[src/rtl/load_store_unit.sv]
// load_store_unit: single-outstanding load/store engine between the core's
// control path and a valid/ready memory bus. It enforces natural alignment,
// generates byte enables and lane-shifted store data, and returns
// lane-extracted, sign- or zero-extended load data.
// Optional feature: define LSU_TIMEOUT_EN to abort a bus access with an
// error response after TIMEOUT_CYCLES cycles without mem_ready.
module load_store_unit #(
   parameter int DATA_W         = 32,
   parameter int ADDR_W         = 32,
   parameter int TIMEOUT_CYCLES = 16
) (
   input  logic              clk,
   input  logic              resetn,
   input  logic              req_valid,
   output logic              req_ready,
   input  logic              req_we,
   input  logic [1:0]        req_size,
   input  logic              req_unsigned,
   input  logic [ADDR_W-1:0] req_addr,
   input  logic [DATA_W-1:0] req_wdata,
   output logic              rsp_valid,
   output logic              rsp_err,
   output logic [DATA_W-1:0] rsp_rdata,
   output logic              mem_valid,
   input  logic              mem_ready,
   output logic              mem_we,
   output logic [ADDR_W-1:0] mem_addr,
   output logic [DATA_W/8-1:0] mem_be,
   output logic [DATA_W-1:0] mem_wdata,
   input  logic [DATA_W-1:0] mem_rdata
);

   localparam int NB = DATA_W / 8;
   localparam int LB = $clog2(NB);

   typedef enum logic [1:0] {S_IDLE, S_BUS, S_RESP} state_t;

   state_t              r_state;
   logic                r_mem_valid;
   logic                r_mem_we;
   logic [ADDR_W-1:0]   r_mem_addr;
   logic [NB-1:0]       r_mem_be;
   logic [DATA_W-1:0]   r_mem_wdata;
   logic                r_rsp_valid;
   logic                r_rsp_err;
   logic [DATA_W-1:0]   r_rsp_rdata;
   logic [LB-1:0]       r_lane;
   logic [1:0]          r_size;
   logic                r_unsigned;

   logic [LB-1:0]       w_lane;
   logic                w_misaligned;
   logic                w_illegal;
   logic [DATA_W-1:0]   w_load_data;

`ifdef LSU_TIMEOUT_EN
   localparam int TW = $clog2(TIMEOUT_CYCLES + 1);
   logic [TW-1:0]       r_tcnt;
`else
   logic                w_unused_timeout;
   assign w_unused_timeout = (TIMEOUT_CYCLES != 0);
`endif

   // Byte-enable mask: 2^size contiguous bytes starting at the lane.
   function automatic logic [NB-1:0] f_be(input logic [1:0] size, input logic [LB-1:0] lane);
      logic [NB-1:0] m;
      case (size)
         2'd0:    m = NB'(1);
         2'd1:    m = NB'(3);
         2'd2:    m = NB'(15);
         default: m = '1;
      endcase
      return m << lane;
   endfunction

   // Keep the low 8<<size bits and fill the rest with zeros or the sign bit.
   function automatic logic [DATA_W-1:0] f_extend(input logic [DATA_W-1:0] d,
                                                 input logic [1:0] size,
                                                 input logic uns);
      logic [DATA_W-1:0] r;
      int                w;
      w = 8 << int'(size);
      if (w > DATA_W) w = DATA_W;
      for (int i = 0; i < DATA_W; i++) begin
         r[i] = (i < w) ? d[i] : (~uns & d[w-1]);
      end
      return r;
   endfunction

   assign w_lane      = req_addr[LB-1:0];
   assign w_illegal   = (req_size == 2'd3) && (DATA_W == 32);
   assign w_load_data = f_extend(mem_rdata >> {r_lane, 3'b000}, r_size, r_unsigned);

   // Natural alignment: the low size bits of the address must be zero.
   always_comb begin
      w_misaligned = 1'b0;
      case (req_size)
         2'd0:    w_misaligned = 1'b0;
         2'd1:    w_misaligned = req_addr[0];
         2'd2:    w_misaligned = |req_addr[1:0];
         default: w_misaligned = |req_addr[2:0];
      endcase
   end

   // Request/bus/response sequencer with all outputs registered.
   always_ff @(posedge clk or negedge resetn) begin
      if (!resetn) begin
         r_state     <= S_IDLE;
         r_mem_valid <= 1'b0;
         r_mem_we    <= 1'b0;
         r_mem_addr  <= '0;
         r_mem_be    <= '0;
         r_mem_wdata <= '0;
         r_rsp_valid <= 1'b0;
         r_rsp_err   <= 1'b0;
         r_rsp_rdata <= '0;
         r_lane      <= '0;
         r_size      <= 2'd0;
         r_unsigned  <= 1'b0;
`ifdef LSU_TIMEOUT_EN
         r_tcnt      <= '0;
`endif
      end else begin
         case (r_state)
            S_IDLE: begin
               if (req_valid) begin
                  r_lane     <= w_lane;
                  r_size     <= req_size;
                  r_unsigned <= req_unsigned;
                  if (w_misaligned || w_illegal) begin
                     // Rejected without touching the bus.
                     r_state     <= S_RESP;
                     r_rsp_valid <= 1'b1;
                     r_rsp_err   <= 1'b1;
                     r_rsp_rdata <= '0;
                  end else begin
                     r_state     <= S_BUS;
                     r_mem_valid <= 1'b1;
                     r_mem_we    <= req_we;
                     r_mem_addr  <= {req_addr[ADDR_W-1:LB], {LB{1'b0}}};
                     r_mem_be    <= f_be(req_size, w_lane);
                     r_mem_wdata <= req_we ? (req_wdata << {w_lane, 3'b000}) : '0;
`ifdef LSU_TIMEOUT_EN
                     r_tcnt      <= '0;
`endif
                  end
               end
            end
            S_BUS: begin
               if (mem_ready) begin
                  r_mem_valid <= 1'b0;
                  r_state     <= S_RESP;
                  r_rsp_valid <= 1'b1;
                  r_rsp_err   <= 1'b0;
                  r_rsp_rdata <= r_mem_we ? '0 : w_load_data;
               end
`ifdef LSU_TIMEOUT_EN
               else if (r_tcnt == TW'(TIMEOUT_CYCLES - 1)) begin
                  r_mem_valid <= 1'b0;
                  r_state     <= S_RESP;
                  r_rsp_valid <= 1'b1;
                  r_rsp_err   <= 1'b1;
                  r_rsp_rdata <= '0;
               end else begin
                  r_tcnt <= r_tcnt + TW'(1);
               end
`endif
            end
            S_RESP: begin
               r_rsp_valid <= 1'b0;
               r_rsp_err   <= 1'b0;
               r_state     <= S_IDLE;
            end
            default: r_state <= S_IDLE;
         endcase
      end
   end

   assign req_ready = (r_state == S_IDLE) && resetn;
   assign mem_valid = r_mem_valid;
   assign mem_we    = r_mem_we;
   assign mem_addr  = r_mem_addr;
   assign mem_be    = r_mem_be;
   assign mem_wdata = r_mem_wdata;
   assign rsp_valid = r_rsp_valid;
   assign rsp_err   = r_rsp_err;
   assign rsp_rdata = r_rsp_rdata;

endmodule

[config.mk]
export PLATFORM = sky130hd
export DESIGN_NAME = load_store_unit
export DESIGN_NICKNAME = d
export VERILOG_FILES = /design/src/rtl/load_store_unit.sv
export SDC_FILE = /design/constraint.sdc
export NUM_CORES = 1
export LEC_CHECK = 0
export CAP_MARGIN = 10
export CORE_MARGIN = 2
export CORE_UTILIZATION = 44
export CTS_CLUSTER_SIZE = 12
export DETAILED_ROUTE_END_ITERATION = 8
export HOLD_SLACK_MARGIN = 0.02
export PLACE_DENSITY = 0.8
export SLEW_MARGIN = 40
export SYNTH_ARGS = -nofsm -noshare
export SYNTH_HDL_FRONTEND = slang
export SYNTH_SLANG_ARGS = --single-unit
[constraint.sdc]
create_clock -name clk -period 2.57 [get_ports clk]
set_input_delay 0.6425 -clock clk [delete_from_list [all_inputs] [get_ports clk]]
set_output_delay 0.6425 -clock clk [all_outputs]
set_load 0.005 [all_outputs]
Word-level counts from Yosys, hierarchy flattened
Index checks and enable logic that the tools add are counted.
Widths: inputs -> output; s select.
{ "op_classes": {"addsub": 1, "n_mul": 0, "n_div": 0, "order_cmp": 34, "n_eq_ne": 9, "n_shift": 4, "n_mux": 60, "bitwise_logic": 3, "n_reduce_logical": 14} }
{ "op_table": {"columns": ["op", "count"], "rows": [
  ["$lt 6x32->1 const A", 16],
  ["$lt 5x32->1 const A", 8],
  ["$mux 32", 6],
  ["$lt 4x32->1 const A", 4],
  ["$lt 3x32->1 const A", 2],
  ["$pmux 32 s2", 1],
  ["$mux 1", 40],
  ["$gt 32x7->1 const B", 1],
  ["$lt 1x32->1 const A", 1],
  ["$lt 2x32->1 const A", 1],
  ["$lt 32x7->1 const B", 1],
  ["$shl 32x5->32", 1],
  ["$shl 4x2->32 const A", 1],
  ["$shr 32x5->32", 1],
  ["$sub 32x2->32 const B", 1],
  ["$mux 4", 3],
  ["$reduce_and 4->1", 3],
  ["$pmux 1 s3", 3],
  ["$ne 2x2->1 const B", 4],
  ["$pmux 4 s2", 1],
  ["$eq 2x2->1 const B", 3],
  ["$mux 2", 3],
  ["$bmux 1 s5", 1],
  ["$eq 2x1->1 const B", 2],
  ["14 further kinds", 17]
]} }
{ "totals": {"register_bits": 109, "latchBits": 0, "ramBits": 0, "rom_bits": 0, "in_bits": 104, "output_inout_bits": 105, "elab_cells": 137, "mem_count": 0} }

Logic depth before layout (Yosys ltp)
{ "logic_depth": {"word_depth": 12, "mapped_depth": 8, "depth_no_buf": 7} }

Worst setup path before layout
Ideal clock, no wire load.
{ "synth_timing": {"kind": "register -> register", "start": "register r_size[0]", "end": "register r_rsp_rdata[17], in the netlist rsp_rdata[17]", "t_arrival_ns": 1.978, "path_slack_ns": 0.510, "path_stages_with_launch": 9, "n_path_buf": 1, "synth_period_minus_slack_ns": 2.060, "path_cell_list": "dfrtp_1 > nor2_4 > inv_1 > ha_1 > inv_1 > a211oi_1 > o311ai_2 > buf_2 > o22ai_1"} }
{ "synth_via": {"elab_chain_cells": 12, "elab_cells_between_ends": 13, "cone_classes": "add/sub: 1; order compare: 2; shift: 1; mux: 8; bitwise: 1"} }
{ "synth_lines": {"columns": ["item", "line", "text"], "rows": [
  ["start, declared", "48", "logic [1:0] r_size;"],
  ["start signal, assigned", "128", "r_size <= req_size;"],
  ["$shl 4x2->32 (*)", "82", "w = 8 << int'(size);"],
  ["$gt 32x7->1", "83", "if (w > DATA_W) w = DATA_W;"],
  ["$mux 32 (*)", "83", null],
  ["$sub 32x2->32", "85", "r[i] = (i < w) ? d[i] : (~uns & d[w-1]);"],
  ["$bmux 1 s5", "85", null],
  ["$mux 1 (implied by the code) (2 in a row)", "85", null],
  ["$and 1x1->1", "85", null],
  ["$mux 1 (*)", "85", null],
  ["$mux 32 (*)", "155", "r_rsp_rdata <= r_mem_we ? '0 : w_load_data;"],
  ["$mux 32 (*)", "150", "if (mem_ready) begin"],
  ["$pmux 32 s2 (*)", "124", "case (r_state)"],
  ["end signal, assigned", "155", null],
  ["end, declared", "46", "logic [DATA_W-1:0] r_rsp_rdata;"]
]} }
Every way passes the cells marked *; elsewhere a longest branch is shown, timed or not. The select of a mux whose other input is x is not followed.
A chain may end at the register's enable or synchronous reset.

Worst setup path in the final report
{ "layout_timing": {"start": "register r_state[0]", "end": "output port req_ready"} }
{ "layout_via": {"elab_chain_cells": 2} }
{ "layout_lines": {"columns": ["item", "line", "text"], "rows": [
  ["start, declared", "38", "state_t r_state;"],
  ["start signal, assigned", "108", "r_state <= S_IDLE;"],
  ["start signal, assigned", "132", "r_state <= S_RESP;"],
  ["start signal, assigned", "137", "r_state <= S_BUS;"],
  ["$logic_not 2->1", "179", "assign req_ready = (r_state == S_IDLE) && resetn;"],
  ["$logic_and 1x1->1", "179", null],
  ["end, declared", "15", "output logic req_ready,"]
]} }
Every way passes these cells.

==> run metrics <==
hold crit path type=primary input to asynchronous set/reset pin; fill count=971; DIE WIDTH=115 microns; CTS sink cnt=109; H-Tree Depth=3; Async SR Flop Fraction=100%; Syn Inst Count=561; Worst-path clk slew=0.08 ns; CP max stage delay=0.50 ns; f_max=0.436 GHz; Util after Layout=66.6%; Critical path buffers and inverters=2; Final setup viols=0; Seq cells post-synth=109; max cap viols=0; RSZ-0062 raised after global routing=false; GPL Wtd Cong=0.959; initial antenna violation count=0; CTS max path bufs=2; starting density of the core=45.0%; largest net degree at the start of global routing=51; vias in the first global route=5,188; Post-DP HPWL=12,300 microns; Synth Flop Type=dfrtp_1; Tcrit/Tclk final=89.3%; total gr overflow=0; Core Area=0.0120 sq mm; Cell Pwr Density=1020 mW/mm^2; XOR/XNOR share of the synthesized area=0%; DR vias/cell=5.52; # DRC=0; Syn Area/Cell=9.63 sq um; global-route wire length before repair=26,000 microns; Peak VDD IR=494 uV; register area share after synthesis=50.5%; fin nets=871; number of diodes=0; Die Area=0.0132 sq mm; Non-Filler Instances=914; largest family of logic cells by synthesized area=simple AND/OR/NAND/NOR gates; sw frac=35.6%; post-synthesis compound-gate area fraction=17.3%; post-cts resize count=0; share of layout cells above drive strength 1=8.47%; Clock power frac=16.5%; number of enable flip-flop cells after synthesis=0; clk_lat worst skew=0.34 ns; minimum clock period=2.29 ns; Ports=209; Synth cell types=48; GRT Resource Usage Total=25.0%; DR vias=5,048; DR WL/cell=17.9 microns; Die Y=115 microns; critical path launch point type=flop; Crit-path slowest cell=clkdlybuf4s50_1; Warnings, synthesis=0; DR iter-0 viols=349; Final Hold Fails=0; Int Pwr=5280 uW; Max Fanout on Critical Path=3; Routed Antenna Nets=0; area delta synth->final=48.1%; Hold Buf Count CTS=0; mapped cell area=0.00540 sq mm; root buf cell=clkbuf_16; Req. time, crit path=1.93 ns; Leak Pwr=0.00359 uW; CP endpoint kind=output pin; cells along the critical path=inv_1, ha_1, and2_1, clkdlybuf4s50_1; crit path kind=flop to output pin; Gate power share=48.5%; port bufs=206; Placed Instances=898; Total Routed Length=16,300 microns; Flop pwr share=35.0%; total CTS buffers=9; Final TNS setup=0 ns; Worst Setup SP=r_state[0]; Post-CTS Setup Repair Bufs=0; CP delay by family, top=buffers and inverters; run status=finished clean; worst slew pin tran=0.676 ns; Slew Limit Fails=0; RR Startpoint=r_size[0]; CP arrival=1.65 ns; row count=40; Post-Synth Adder-Cell Area=1.16%; switching power=2920 uW; drt pass-1 iters=4; simple-gate portion of the synthesized area=17.4%; Layout Skew=0.0124 ns; TritonCTS clock tree=built; mux share of post-synthesis cell area=9.59%; Slew headroom=54.8%
[final cells by class]
class,count,area (sq um),area share (%)
Clock buffer,11,253,3.16
Clock inverter,5,42.5,0.532
Inverter,10,37.5,0.469
Multi-Input combinational cell,403,2480,31.0
Sequential cell,109,2730,34.1
Tap cell,147,184,2.30
Timing Repair Buffer,229,2280,28.5
[power groups by stage]
| stage | registers, uW | logic [uW] | clock network, uW |
|---|---|---|---|
| after CTS | 2870 | 3990 | 1370 |
| after detailed placement | 2880 | 3970 | 0 |
| final | 2870 | 3980 | 1350 |
| after floorplan | 2850 | 1820 | 0 |
| after global routing | 2950 | 4330 | 1430 |
| after global placement | 2860 | 3870 | 0 |
[Yosys cell counts, drive strengths merged (10+ instances only)]
| cell | number | share of area [%] |
|---|---|---|
| nor2b | 11 | 1.3 |
| o21ai | 32 | 3.1 |
| buf | 19 | 1.9 |
| a22o | 17 | 2.8 |
| nand2 | 148 | 10 |
| mux2 | 12 | 2.5 |
| clkbuf | 21 | 1.5 |
| inv | 10 | 0.69 |
| a21oi | 17 | 1.6 |
| o22ai | 18 | 2.1 |
| nor2 | 36 | 2.6 |
| dfrtp | 109 | 50 |
| mux2i | 36 | 6.7 |
[worst register-to-register path: stages (launching register included)]
cell and delay, ns:
dfrtp_1 0.43, nor2_4 0.24, inv_1 0.17, ha_1 0.37, inv_1 0.11, a211oi_1 0.30, o311ai_2 0.15, buf_4 0.22
o22ai_1 0.20
[metal layers]
metal | GRT usage [%] | vias to the layer above | wire length (microns)
met5 | 0 | - | 0
met4 | 9.40 | 0 | 401
met3 | 6.33 | 28 | 1500
met2 | 41.2 | 261 | 7610
met1 | 32.1 | 2409 | 6820
li1 | - | 2350 | -
[state kept, by name (all words and copies together) (netlist names)]
register    flops
rsp_valid       1
mem_valid       1
mem_be          4
rsp_err         1
rsp_rdata      32
r_state         2
r_unsigned      1
mem_addr       30
r_size          2
mem_wdata      32
mem_we          1
r_lane          2
[cells by family after synthesis]
family,after synthesis
flip-flops,109
AND/OR/NAND/NOR,219
buffers and inverters,50
multiplexers,49
adder cells (fa/ha/maj),5
AO/OA/AOI/OAI,128
other,1
[through the flow]
step / power (uW) / area [sq um] / hold WS (ns) / worst slack, ns
4_1_cts: 8230 / 8000 / 0.329 / 0.241
2_1_floorplan: 4670 / 5410 / 0.347 / 0.510
6_report: 8200 / 8000 / 0.325 / 0.276
3_5_place_dp: 6850 / 7700 / 0.465 / 0.0823
3_3_place_gp: 6730 / 7680 / 0.459 / 0.134
5_1_grt: 8710 / 8000 / 0.350 / 0.114
[path summary, 6_finish.rpt]
check	slack (ns)	cells after the start	to
min in group clk	0.48	2	mem_addr[12]
worst max register to register	0.30	8	rsp_rdata[24]
worst max-delay path	0.28	4	req_ready
worst min-delay path	0.33	2	mem_wdata[25]
max in group asynchronous	1.08	4	rsp_rdata[12]
worst min register to register	0.48	2	mem_addr[12]
[cells in the final DEF, fill, tap and decap left out, types with 3 or more instances in the layout]
cell type and n:
buf_4 20, buf_12 4, a211o_1 7, a31oi_1 3, clkdlybuf4s50_1 204, a32o_1 7, nor2_1 35, dfrtp_1 109
inv_1 10, o21ai_0 30, o2bb2ai_1 8, mux2_2 12, mux2i_1 36, ha_1 5, clkinv_4 3, a21oi_1 16
nand3_1 8, nor2b_1 11, o22ai_1 18, nand2_1 148, a22o_1 17, clkbuf_16 9, o211ai_1 8
Power figures use the tool's default switching activity.
